File: src/rtl/oclib_pulse_shaper.sv
// Turns single-cycle event strobes into fixed-width output pulses with a guaranteed
// minimum low gap between them; events arriving mid-pulse queue in a saturating counter.
module oclib_pulse_shaper #(
  parameter int unsigned MinHighCycles = 100,
  parameter int unsigned MinLowCycles  = 100,
  parameter int unsigned MaxPending    = 15,
  parameter int unsigned SyncCycles    = 3,
  parameter bit          ResetSync     = 1'b0,
  parameter int unsigned ResetPipeline = 0,
  localparam int unsigned PendingW     = $clog2(MaxPending + 1)
) (
  input  logic                clock,
  input  logic                reset,
  input  logic                in,
  output logic                out,
  output logic                busy,
  output logic [PendingW-1:0] pending,
  output logic                overflow
);

  localparam int unsigned TimerMax = (MinHighCycles > MinLowCycles) ? MinHighCycles : MinLowCycles;
  localparam int unsigned TimerW   = $clog2(TimerMax + 1);

  typedef enum logic [1:0] {
    StIdle = 2'd0,
    StHigh = 2'd1,
    StLow  = 2'd2
  } state_e;

  // Reset conditioning: optional synchronizer followed by optional pipeline stages.
  logic reset_cond;
  logic resetSync;

  if (ResetSync) begin : g_sync
    logic [SyncCycles-1:0] sync_q;
    always_ff @(posedge clock) begin
      sync_q <= SyncCycles'({sync_q, reset});
    end
    assign reset_cond = sync_q[SyncCycles-1];
  end else begin : g_nosync
    assign reset_cond = reset;
  end

  if (ResetPipeline > 0) begin : g_pipe
    logic [ResetPipeline-1:0] pipe_q;
    always_ff @(posedge clock) begin
      pipe_q <= ResetPipeline'({pipe_q, reset_cond});
    end
    assign resetSync = pipe_q[ResetPipeline-1];
  end else begin : g_nopipe
    assign resetSync = reset_cond;
  end

  state_e            state;
  logic [TimerW-1:0] timer;
  logic              avail;
  logic              high_done;
  logic              low_done;
  logic              consume;

  assign avail     = (pending != '0) || in;
  assign high_done = (timer == TimerW'(MinHighCycles));
  assign low_done  = (timer == TimerW'(MinLowCycles));
  // An event is taken when idle, or exactly when the minimum low gap has elapsed.
  assign consume   = avail && ((state == StIdle) || ((state == StLow) && low_done));

  // Pulse sequencer
  always_ff @(posedge clock) begin
    if (resetSync) begin
      state <= StIdle;
      timer <= '0;
      out   <= 1'b0;
      busy  <= 1'b0;
    end else begin
      case (state)
        StIdle: begin
          if (avail) begin
            state <= StHigh;
            timer <= TimerW'(1);
            out   <= 1'b1;
            busy  <= 1'b1;
          end
        end
        StHigh: begin
          if (high_done) begin
            state <= StLow;
            timer <= TimerW'(1);
            out   <= 1'b0;
          end else begin
            timer <= timer + TimerW'(1);
          end
        end
        StLow: begin
          if (low_done) begin
            if (avail) begin
              state <= StHigh;
              timer <= TimerW'(1);
              out   <= 1'b1;
            end else begin
              state <= StIdle;
              busy  <= 1'b0;
            end
          end else begin
            timer <= timer + TimerW'(1);
          end
        end
        default: begin
          state <= StIdle;
          timer <= '0;
          out   <= 1'b0;
          busy  <= 1'b0;
        end
      endcase
    end
  end

  // Event queue: a strobe consumed in its own cycle never enters the queue.
  always_ff @(posedge clock) begin
    if (resetSync) begin
      pending  <= '0;
      overflow <= 1'b0;
    end else if (in && !consume) begin
      if (pending < PendingW'(MaxPending)) begin
        pending <= pending + PendingW'(1);
      end else begin
        overflow <= 1'b1;
      end
    end else if (!in && consume) begin
      pending <= pending - PendingW'(1);
    end
  end

endmodule

File: config.mk
export PLATFORM = sky130hd
export DESIGN_NAME = oclib_pulse_shaper
export DESIGN_NICKNAME = d
export VERILOG_FILES = /design/src/rtl/oclib_pulse_shaper.sv
export SDC_FILE = /design/constraint.sdc
export NUM_CORES = 1
export LEC_CHECK = 0
export ABC_AREA = 1
export ABC_CLOCK_PERIOD_IN_PS = 2400
export CORE_MARGIN = 2
export CORE_UTILIZATION = 45
export CTS_BUF_LIST = sky130_fd_sc_hd__clkbuf_16
export CTS_CLUSTER_DIAMETER = 120
export DETAILED_ROUTE_END_ITERATION = 7
export MAX_ROUTING_LAYER = met4
export PLACE_DENSITY = 0.65
export RECOVER_POWER = 25
export SYNTH_ARGS = -nofsm -noshare
export SYNTH_HDL_FRONTEND = slang
export SYNTH_SLANG_ARGS = --single-unit
File: constraint.sdc
create_clock -name clock -period 2.4 [get_ports clock]
set_input_delay 0.36 -clock clock [delete_from_list [all_inputs] [get_ports clock]]
set_output_delay 0.36 -clock clock [all_outputs]
set_load 0.03 [all_outputs]
# Word level (Yosys, flattened, before mapping)
# Index checks and enable logic that the tools add are counted.
# totals
word_cells	56
register_bits	16
in_bits	3
output_inout_bits	7
# op_classes
eq_ne	8
n_addsub	3
order_cmp	1
muxes	20
n_bitwise	2
reduce_logical	16
# ops
op	n
2-to-1 mux 7 bit	3
case mux 7 bit (3 select lines)	1
2-to-1 mux 4 bit	3
inequality test 2 bit, second input constant	4
adder 7 x 1 -> 7 bit, second input constant	1
== test 7 bit, second input constant	1
2-to-1 mux 1 bit	7
2-to-1 mux 2 bit	3
case mux 1 bit (3 select lines)	2
case mux 2 bit (3 select lines)	1
AND reduction 2 bit	3
adder 4 x 1 -> 4 bit, second input constant	1
logical AND 1 bit	4
less-than comparator 4 bit, second input constant	1
AND reduction 4 bit	1
nonzero test 4 bit	1
subtractor 4 x 1 -> 4 bit, second input constant	1
AND reduction 3 bit	1
== test 2 x 1 -> 1 bit, second input constant	1
== test 2 bit, second input constant	1
zero test 1 bit	2
zero test 2 bit	1
logical OR 1 bit	2
inequality test 2 x 1 -> 1 bit, second input constant	1
other kinds (2)	3

# Logic depth before layout (Yosys ltp)
# Gate-level depths: netlist (run 1).
# logic_depth
depth_word	8
mapped_depth	17
mapped_depth_nobuf	17

# Worst setup path after synthesis (run 1)
# Ideal clock, no wire load.
# synth_timing
path_kind	reg2reg
from	reg pending[0]
to	reg pending[3]
period_less_slack_ns	2.055
t_arrival_ns	1.940
stages_incl_launch_ff	12
setup_ns	0.115
required_ns	2.285
path_slack_ns	0.345
n_path_buf	0
path_cell_list	dfxtp_1 nor2_1 nand4_4 nand3_4 nand2_1 ha_1 nand2_1 nand2_1 a21oi_1 nand4_1 a21oi_1 nor2_1
# synth_between
elab_chain_len	7
elab_cells_between_ends	15
cone_classes	add/sub (2); order compare (1); eq/ne (1); mux (3); reduce/logical (8)
# synth_rtl
element	line_no	rtl
start, declared	17	output logic [PendingW-1:0] pending,
start signal, assigned	124	pending <= pending + PendingW'(1);
start signal, assigned	129	pending <= pending - PendingW'(1);
nonzero test 4 bit	61	assign avail = (pending != '0) || in;
logical OR 1 bit	61	
logical AND 1 bit	65	assign consume = avail && ((state == StIdle) || ((state == StLow) && low_done));
zero test 1 bit	122	end else if (in && !consume) begin
logical AND 1 bit	122	
inequality test 2 x 1 -> 1 bit (no source line) / nonzero test 2 bit (equally long branches)	--	
AND reduction 2 bit (no source line)	--	
# Several ways; a longest one is shown, not always the timed one. The select of a mux whose other input is x is not followed.
# A chain may end at the register's enable or synchronous reset.

# Worst setup path in the final report (run 1)
# layout_timing
from	reg timer[0]
to	reg pending[3]
# layout_between
elab_chain_len	8
elab_cells_between_ends	11
cone_classes	eq/ne (2); mux (1); reduce/logical (8)
# layout_rtl
element	line_no	rtl
start, declared	55	logic [TimerW-1:0] timer;
start signal, assigned	79	timer <= TimerW'(1);
start signal, assigned	87	timer <= TimerW'(1);
start signal, assigned	90	timer <= timer + TimerW'(1);
== test 7 bit (*)	63	assign low_done = (timer == TimerW'(MinLowCycles));
logical AND 1 bit (*)	65	
logical OR 1 bit (*)	65	
logical AND 1 bit (*)	65	
zero test 1 bit	122	
logical AND 1 bit	122	
inequality test 2 x 1 -> 1 bit (no source line) / nonzero test 2 bit (equally long branches)	--	
AND reduction 2 bit (no source line)	--	
# Mark *: on every way between the ends. The rest lies on a longest branch, timed or not.

==> results of run 1 <==
-- sequential cells by signal (all words and copies together), names as in the netlist --
signal	count
timer	7
pending	4
overflow	1
state	2
out	1
busy	1
-- layer usage --
metal	GRT usage [%]	wire, um
met1	24.2	1040
met2	35.0	1190
met3	6.00	101
met4	6.41	27
met5	-	0
-- timing repair --
item | 4_1_cts | 5_1_grt
resized for setup | 0 | 4
endpoints found under the hold margin | 0 | 0
endpoints found under the setup margin | 0 | 1
-- critical path: stages, from the launching register on --
cell and delay, ns:
dfxtp_1 0.32, inv_1 0.10, ha_1 0.20, inv_1 0.06, nor2_1 0.12, nand3_2 0.15, nand2_2 0.11, nand3_4 0.10
nand2_4 0.10, ha_1 0.22, nand2_1 0.07, nand2_1 0.06, a21oi_2 0.13, nor2_1 0.05, nand3_1 0.10, nand3_1 0.08
nand2_1 0.07, nor2_1 0.04
-- layout make-up --
type,instances,area share [%]
multi-input cells,101,50.1
flip-flops and latches,16,25.2
repair buffers,11,8.28
inverters,25,7.39
clock buffers,3,5.91
well taps,28,2.76
clock inverters,1,0.296
-- path summary, 6_finish.rpt --
path,slack (ns),to,cells past startpoint
min,0.47,overflow,1
min reg2reg,0.47,overflow,1
max,0.20,pending[3],17
max reg2reg,0.20,pending[3],17
-- cells in the final DEF (no fill, tap or decap) --
master,synthesis,layout
fa_1,1,1
a21oi_2,1,2
a41oi_1,1,1
o21ai_2,1,1
nand3_1,12,12
a211oi_1,1,1
nand4_4,1,1
o31ai_1,1,1
nand2_1,24,24
nand3_4,3,3
a21oi_1,15,14
inv_2,2,2
dfxtp_1,16,16
nor2_1,14,15
nor3b_1,1,1
o21ai_0,1,1
clkinv_1,0,1
clkbuf_16,0,3
inv_1,23,23
ha_1,4,4
nand2_4,1,1
a22oi_1,1,1
a211oi_2,1,1
nor2_2,3,3
clkdlybuf4s50_1,0,9
or2_1,1,1
buf_4,1,2
nor2_4,3,2
o21a_1,1,1
xor2_1,2,2
nand4_1,2,2
nand2_2,3,3
xnor2_1,1,1
nand3_2,1,1
-- cells by family after synthesis --
group	after synthesis	synth area share, %
AOI/OAI and AO/OA	24	14.0
DFF	16	30.2
buffers and inverters	26	9.54
adders and majority gates	5	6.60
and+or+nand+nor	69	37.2
xor gates and xnor gates	3	2.47
-- power breakdown --
group	internal [mW]	total [mW]	switching (mW)
Clock	0.222	0.333	0.112
Sequential	0.310	0.363	0.0535
Combinational	0.204	0.521	0.317
==> summary.md, run 1 <==
| Metric | Value |
|---|---|
| H-tree levels | 1 |
| Crit path kind | reg -> reg |
| Row count | 17 |
| Final ANT Viol Nets | 0 |
| CTS tree | yes |
| Post-synth top area cell | dfxtp_1 |
| Overflow after GRT | 0 |
| I/O Buffers | 9 |
| CTS max path bufs | 2 |
| Final net count | 166 |
| First-pass GRT wire length | 4040 um |
| Placed cell area | 0.00119 sq mm |
| Fmax | 455 MHz |
| Setup Viol. Count Final | 0 |
| Final worst slack | 0.204 ns |
| Post-Syn Area | 0.00106 sq mm |
| Top post-synthesis cells by area | dfxtp_1 30%, nand2_1 8.5%, inv_1 8.1%, a21oi_1 7.1%, nand3_1 5.7% |
| Syn. warnings | 0 |
| Total Power | 1.22 mW |
| Final RePlAce weighted congestion | 0.774 |
| Placement Setup Slack | 0.0462 ns |
| Postcts setup bufs | 0 |
| Max VDD drop | 0.643 mV |
| Clock Pin Slew Worst Setup and Hold Paths | 0.05 ns |
| Post-synth ARST share | 0% |
| # DRC | 0 |
| RSZ-0062 raised after global routing | false |
| Register area share after synthesis | 30.2% |
| Die width | 52.6 um |
| Storage element area | 320 sq um |
| GRT Util Overall | 20.9% |
| Final non-filler cell total | 185 |
| CP required | 2.54 ns |
| Min Tclk post-route | 2.20 ns |
| Routed vias/inst | 5.21 |
| Max-cap viol count | 0 |
| TritonCTS Buffers | 3 |
| Worst hold slack | 0.471 ns |
| Syn Area/Cell | 7.43 sq um |
| Lkg Pwr | 0.539 nW |
| Headroom to the max-slew limit | 74.4% |
| Post-synth net total | 151 |
| Post-cts hold buffer count | 0 |
| Placed insts | 181 |
| Worst flop-to-flop path startpoint | timer[0] |
| Prevailing post-synth register cell | dfxtp_1 |
| Crit path max fanout | 5 |
| Largest net degree at the start of global routing | 10 |
| Area Overhead vs Synth | 19.6% |
| Root Buffer | clkbuf_16 |
| Full die area | 0.00277 sq mm |
| DP Wirelength | 1760 um |
| Detailed Route WL | 2360 um |
| Diode count | 0 |
| CP Capture Type | register |
| Worst path arrival time | 2.34 ns |
| Post-synth top area share | 30.2% |
| Slew @ Worst Pin | 0.383 ns |
| Vert. Die Dim | 52.6 um |
| CORE AREA | 0.00221 sq mm |
| DRT Pass-1 Iters | 4 |
| CTS sink count | 16 |
| Power per cell area | 959 mW/mm^2 |
| Fillers | 217 |
| Via count | 963 |
| Cells after Synth | 143 |
| Status | complete, no violations |
| CP Launch Type | register |
| Hold Crit Start | overflow |
| Final Cell Area | 0.00127 sq mm |
| Antenna violations before repair | 0 |
| Most frequent cells after synthesis | 24 x nand2_1, 23 x inv_1, 16 x dfxtp_1, 15 x a21oi_1, 14 x nor2_1 |
| Footprint of the multi-input gates | 637 sq um |
| Fin Setup TNS | 0 ns |
| CP startpoint | timer[0] |
| Most common cell in the netlist | nand2_1 |
| Max Transition Viols Final | 0 |
| Clock Skew | 0.00101 ns |
| Initial core utilization | 48.0% |
| Final hold violations | 0 |
| Yosys reg bits | 16 |
| Post-synth EDFFs | 0 |
| Library cells used by synthesis | 31 |
| I/O pin count | 10 |
| Worst Hold Class | reg -> reg |
| Worst-Skew Late Latency | 0.25 ns |
| Vias in the first global route | 894 |
| Fin crit share | 91.5% |
| Final core area utilization | 57.4% |
| Layout cells sized above 1 | 15.9% |
| WL per Instance | 12.8 um |
| Initial drt markers | 25 |
Note: power is estimated with default switching activity, not from simulation.
==> inputs of run 2 (changes only) <==
- ABC_CLOCK_PERIOD_IN_PS: 2400 -> 1800
- PLACE_DENSITY: 0.65 -> 0.68
- clock period: 2.4 -> 1.8 ns (I/O delays scaled with it)
==> run 2 against run 1 <==
- the run now ends with setup timing left
- via count rose by 12%
- clock power increased by 32%
- largest cell class unchanged
- largest power group unchanged
- sequential power is 29% higher
- global-route usage up 3.8 points
- critical path depth decreased by 1
- setup slack got worse by 0.39 ns
==> summary.md, run 2 (same netlist as run 1, synthesis figures left out) <==
| Metric | Value |
|---|---|
| Headroom to the max-slew limit | 79.1% (was 74.4%) |
| Largest net degree at the start of global routing | 9 (was 10) |
| Full die area | 0.00277 sq mm (unchanged) |
| Vias in the first global route | 1076 (was 894) |
| # DRC | 0 (unchanged) |
| Die width | 52.6 um (unchanged) |
| CTS sink count | 16 (unchanged) |
| Final hold violations | 0 (unchanged) |
| Status | complete, but fails checks (was complete, no violations) |
| Footprint of the multi-input gates | 697 sq um (was 637 sq um) |
| Power per cell area | 1260 mW/mm^2 (was 959 mW/mm^2) |
| Clock Skew | 0.000991 ns (was 0.00101 ns) |
| Final ANT Viol Nets | 0 (unchanged) |
| DP Wirelength | 2000 um (was 1760 um) |
| Final RePlAce weighted congestion | 0.901 (was 0.774) |
| Row count | 17 (unchanged) |
| I/O Buffers | 9 (unchanged) |
| DRT Pass-1 Iters | 4 (unchanged) |
| Fmax | 503 MHz (was 455 MHz) |
| Crit path kind | reg -> reg (unchanged) |
| Setup Viol. Count Final | 3 (was 0) |
| Final non-filler cell total | 205 (was 185) |
| Crit path max fanout | 4 (was 5) |
| CP Capture Type | register (unchanged) |
| CORE AREA | 0.00221 sq mm (unchanged) |
| Clock Pin Slew Worst Setup and Hold Paths | 0.05 ns (about the same) |
| Overflow after GRT | 0 (unchanged) |
| I/O pin count | 10 (unchanged) |
| Vert. Die Dim | 52.6 um (unchanged) |
| Worst-Skew Late Latency | 0.25 ns (about the same) |
| Placement Setup Slack | -0.321 ns (was 0.0462 ns) |
| CTS tree | yes (unchanged) |
| Max reg flops | 7 (unchanged) |
| Routed vias/inst | 5.25 (was 5.21) |
| Max VDD drop | 0.888 mV (was 0.643 mV) |
| Final worst slack | -0.187 ns (was 0.204 ns) |
| Antenna violations before repair | 0 (unchanged) |
| Violated checks | setup timing |
| RSZ-0062 raised after global routing | true (was false) |
| Slew @ Worst Pin | 0.312 ns (was 0.383 ns) |
| TritonCTS Buffers | 3 (unchanged) |
| Final net count | 187 (was 166) |
| Initial drt markers | 49 (was 25) |
| Max-cap viol count | 0 (unchanged) |
| Largest registers | timer: 7 flops, pending: 4 flops, state: 2 flops (unchanged) |
| Total Power | 1.87 mW (was 1.22 mW) |
| Fin crit share | 110% (was 91.5%) |
| Min Tclk post-route | 1.99 ns (was 2.20 ns) |
| WL per Instance | 14.4 um (was 12.8 um) |
| Fin Setup TNS | -0.477 ns (was 0 ns) |
| Area Overhead vs Synth | 40.3% (was 19.6%) |
| Layout cells sized above 1 | 36.7% (was 15.9%) |
| Biggest register | timer (unchanged) |
| First-pass GRT wire length | 4890 um (was 4040 um) |
| Diode count | 0 (unchanged) |
| Placed insts | 195 (was 181) |
| Worst path arrival time | 2.18 ns (was 2.34 ns) |
| Initial core utilization | 48.0% (unchanged) |
| Worst Hold Class | reg -> reg (unchanged) |
| Via count | 1077 (was 963) |
| Commonest non-fill, non-tap cell in the layout | buf_4 (was nand2_1) |
| GRT Util Overall | 24.7% (was 20.9%) |
| Fillers | 184 (was 217) |
| CTS max path bufs | 2 (unchanged) |
| Most frequent cells in the layout | 23 x buf_4, 21 x nand2_1, 20 x inv_1 (was 24 x nand2_1, 23 x inv_1, 16 x dfxtp_1) |
| CP required | 1.99 ns (was 2.54 ns) |
| Root Buffer | clkbuf_16 (unchanged) |
| Lkg Pwr | 0.639 nW (was 0.539 nW) |
| H-tree levels | 1 (unchanged) |
| Detailed Route WL | 2950 um (was 2360 um) |
| Max Transition Viols Final | 0 (unchanged) |
| CP Launch Type | register (unchanged) |
| Final core area utilization | 67.4% (was 57.4%) |
| Storage element area | 327 sq um (was 320 sq um) |
[run 2: metal layers]
metal	up-vias	GRT usage (%)	part of all wire, %
met5	-	-	0
met4	0	9.40	2.4
met3	8	3.14	5.8
met2	35	40.2	50
met1	502	31.2	42
li1	532	-	-
[run 2: path summary, 6_finish.rpt]
kind / start / to / slack [ns] / cells past startpoint
max reg2reg: timer[0] / pending[3] / -0.19 / 16
min reg2reg: overflow / overflow / 0.47 / 1
min: overflow / overflow / 0.47 / 1
max: timer[0] / pending[3] / -0.19 / 16
[run 2: cell type report]
| type | count | share of cell area, % |
|---|---|---|
| Inverter | 25 | 6.30 |
| Sequential cell | 16 | 21.9 |
| Multi-Input combinational cell | 101 | 46.8 |
| Timing Repair Buffer | 32 | 17.6 |
| Clock buffer | 3 | 5.04 |
| Tap cell | 28 | 2.35 |
[run 2: power breakdown]
| part | internal, mW | total [mW] | switching (mW) |
|---|---|---|---|
| registers | 0.420 | 0.467 | 0.0472 |
| clock network | 0.292 | 0.439 | 0.147 |
| logic | 0.426 | 0.967 | 0.541 |
| total | 1.14 | 1.87 | 0.734 |
[run 2: stage by stage]
stage                     instance area [sq um]  hold slack, ns
final                                      1490           0.467
after floorplan                            1110           0.472
after global routing                       1490           0.501
after global placement                     1350           0.451
after detailed placement                   1350           0.463
after CTS                                  1460           0.474
[run 2: repair_timing]
action / CTS / global route
gates resized for setup: 1 / 4
endpoints found under the setup margin: 2 / 3
pin swaps: 14 / 8
endpoints found under the hold margin: 0 / 0
buffers inserted: 4 / 3
hold buffers: 0 / 0
[run 2: critical path, stage by stage, from the launching register on]
cell	delay, ns
dfxtp_2	0.32
inv_2	0.07
ha_4	0.13
inv_2	0.03
nor2_2	0.10
nand3_2	0.11
nand2_2	0.10
nand3_4	0.08
nand2_4	0.10
ha_4	0.20
nand2_2	0.06
nand2_2	0.05
a21oi_2	0.14
nand4_1	0.15
nand3_1	0.12
nand2_1	0.06
nor2_1	0.10
==> inputs of run 3 (changes only) <==
- REMOVE_ABC_BUFFERS: default -> 1
==> run 3 against run 2 <==
- the flow still finishes with violations (setup timing)
- critical path depth is 1 higher
- clock power is essentially flat
- worst hold slack got worse by 0.0035 ns
- wire length shrank 10%
- die area unchanged
- cell area is 4.4% higher
- critical path type unchanged
- critical endpoint unchanged
==> summary.md, run 3 (same netlist as run 1, synthesis figures left out) <==
| Metric | Value |
|---|---|
| Most used cell, CP | nand2_2 (unchanged) |
| Overflow after GRT | 0 (unchanged) |
| Detailed Route WL | 2650 um (was 2950 um) |
| Status | complete, but fails checks (unchanged) |
| Vert. Die Dim | 52.6 um (unchanged) |
| TritonCTS Buffers | 3 (unchanged) |
| Max VDD drop | 1.02 mV (was 0.888 mV) |
| Final Cell Area | 0.00156 sq mm (was 0.00149 sq mm) |
| Root Buffer | clkbuf_16 (unchanged) |
| Total Power | 1.89 mW (was 1.87 mW) |
| Post-cts hold buffer count | 0 (unchanged) |
| R2R Setup Slk | -0.13 ns (was -0.19 ns) |
| Die width | 52.6 um (unchanged) |
| Slew @ Worst Pin | 0.318 ns (was 0.312 ns) |
| Lkg Pwr | 0.685 nW (was 0.639 nW) |
| CTS sink count | 16 (unchanged) |
| H-tree levels | 1 (unchanged) |
| Final core area utilization | 70.3% (was 67.4%) |
| Crit path max fanout | 3 (was 4) |
| CP required | 1.94 ns (was 1.99 ns) |
| Final RePlAce weighted congestion | 0.880 (was 0.901) |
| Hold Path End | busy (was overflow) |
| WL per Instance | 12.4 um (was 14.4 um) |
| Antenna violations before repair | 0 (unchanged) |
| Violated checks | setup timing (unchanged) |
| Crit-path cells | inv_2 -> ha_4 -> inv_4 -> nor2_4 -> nand3_2 -> nand2_2 -> nand3_4 -> nand2_4 -> ha_4 -> nand2_2 -> nand2_2 -> a21oi_2 -> nor2_1 -> nand3_1 -> nand3_1 -> nand2_1 -> nor2_1 (was inv_2 -> ha_4 -> inv_2 -> nor2_2 -> nand3_2 -> nand2_2 -> nand3_4 -> nand2_4 -> ha_4 -> nand2_2 -> nand2_2 -> a21oi_2 -> nand4_1 -> nand3_1 -> nand2_1 -> nor2_1) |
| Max reg flops | 7 (unchanged) |
| Worst-Skew Late Latency | 0.25 ns (about the same) |
| Min Tclk post-route | 1.93 ns (was 1.99 ns) |
| Full die area | 0.00277 sq mm (unchanged) |
| Vias in the first global route | 1075 (was 1076) |
| Biggest register | timer (unchanged) |
| Worst path max stage delay | 0.32 ns (about the same) |
| Final hold violations | 0 (unchanged) |
| Worst path slowest cell | dfxtp_2 (unchanged) |
| I/O pin count | 10 (unchanged) |
| Diode count | 0 (unchanged) |
| Crit path kind | reg -> reg (unchanged) |
| Reg2reg end | pending[3] (unchanged) |
| Worst flop-to-flop path startpoint | timer[0] (unchanged) |
| Commonest non-fill, non-tap cell in the layout | buf_4 (unchanged) |
| Clock Pin Slew Worst Setup and Hold Paths | 0.05 ns (about the same) |
| Worst path bufs/invs | 2 (unchanged) |
| Final ANT Viol Nets | 0 (unchanged) |
| Largest registers | timer: 7 flops, pending: 4 flops, state: 2 flops (unchanged) |
| Row count | 17 (unchanged) |
| CP top delay family | simple AND/OR/NAND/NOR gates (unchanged) |
| Fin crit share | 107% (was 110%) |
| Max Transition Viols Final | 0 (unchanged) |
| CP Launch Type | register (unchanged) |
| Initial drt markers | 37 (was 49) |
| I/O Buffers | 9 (unchanged) |
| GRT Util Overall | 23.8% (was 24.7%) |
| Initial core utilization | 48.0% (unchanged) |
| Most frequent cells in the layout | 29 x buf_4, 21 x nand2_1, 20 x inv_1 (was 23 x buf_4, 21 x nand2_1, 20 x inv_1) |
| Placed cell area | 0.00136 sq mm (was 0.00135 sq mm) |
| Power per cell area | 1210 mW/mm^2 (was 1260 mW/mm^2) |
| Worst path arrival time | 2.07 ns (was 2.18 ns) |
| Storage element area | 323 sq um (was 327 sq um) |
| DP Wirelength | 1910 um (was 2000 um) |
| Fmax | 518 MHz (was 503 MHz) |
| Clock Skew | 0.00317 ns (was 0.000991 ns) |
| Worst r2r path cells | 17 (was 16) |
| CTS max path bufs | 2 (unchanged) |
| Final worst slack | -0.129 ns (was -0.187 ns) |
| Final non-filler cell total | 213 (was 205) |
| Routed vias/inst | 5.12 (was 5.25) |
| First-pass GRT wire length | 4690 um (was 4890 um) |
| Placed insts | 203 (was 195) |
| Hold Crit Start | busy (was overflow) |
| CP Capture Type | register (unchanged) |
| Fillers | 176 (was 184) |
| # DRC | 0 (unchanged) |
| Setup Viol. Count Final | 3 (unchanged) |
| Hold depth | 2 (was 1) |
| CORE AREA | 0.00221 sq mm (unchanged) |
| Max-cap viol count | 0 (unchanged) |
| RSZ-0062 raised after global routing | true (unchanged) |
| Fin Setup TNS | -0.147 ns (was -0.477 ns) |
| Worst Hold Class | reg -> reg (unchanged) |
| Headroom to the max-slew limit | 78.7% (was 79.1%) |
| Final net count | 194 (was 187) |
| Largest net degree at the start of global routing | 10 (was 9) |
| Footprint of the multi-input gates | 703 sq um (was 697 sq um) |
| Area Overhead vs Synth | 46.4% (was 40.3%) |
| CTS tree | yes (unchanged) |
| Via count | 1090 (was 1077) |
| Layout cells sized above 1 | 36.8% (was 36.7%) |
| DRT Pass-1 Iters | 5 (was 4) |
==> run 3: changes by cell type in the layout (fill, tap and decap cells not counted), sizes merged <==
cell	previous run	this run
clkinv	0	1
buf	23	30
==> run 3: power breakdown <==
part	total, mW	switching, mW	internal (mW)	leakage, nW
Clock	0.437	0.142	0.295	0.0385
Sequential	0.440	0.0266	0.414	0.132
Combinational	1.01	0.550	0.458	0.514
==> run 3: how the worst max path moves through the flow <==
stage                           from          to  slack [ns]  cells after the start
after floorplan           pending[0]  pending[3]       -0.26                     11
after global placement            in  pending[3]       -0.28                     12
after detailed placement          in  pending[3]       -0.39                     12
after CTS                   timer[1]  pending[3]       -0.14                     17
after global routing        timer[0]  pending[3]       -0.26                     17
final                       timer[0]  pending[3]       -0.13                     17
==> run 3: what timing repair did <==
action | CTS | global route
setup endpoints to repair | 3 | 3
setup buffers | 4 | 3
gates resized for setup | 16 | 4
pin swaps | 14 | 14
==> run 3: tightest hold or removal path: cells and delay by family, from the launching register on <==
family,cells,cell delay [ns]
compound gates,1,0.05
simple gates,1,0.07
flops,1,0.30
==> run 3: final cells by class <==
| cell class | count | share of cell area [%] |
|---|---|---|
| clock buffer | 3 | 4.83 |
| clock inverter | 1 | 0.241 |
| inverter | 25 | 6.19 |
| multi-input combinational | 101 | 45.2 |
| sequential | 16 | 20.8 |
| tap | 28 | 2.25 |
| timing repair buffer | 39 | 20.5 |
==> run 3: per-layer routing <==
metal / global-route usage, % / routed length [um]
met1: 29.4 / 1220
met2: 37.7 / 1290
met3: 5.14 / 87
met4: 9.83 / 52
met5: - / 0
==> run 3: per-stage QoR <==
stage / setup WS (ns) / hold slack [ns]
2_1_floorplan: -0.255 / 0.332
3_3_place_gp: -0.276 / 0.454
3_5_place_dp: -0.391 / 0.457
4_1_cts: -0.136 / 0.466
5_1_grt: -0.260 / 0.500
6_report: -0.129 / 0.463
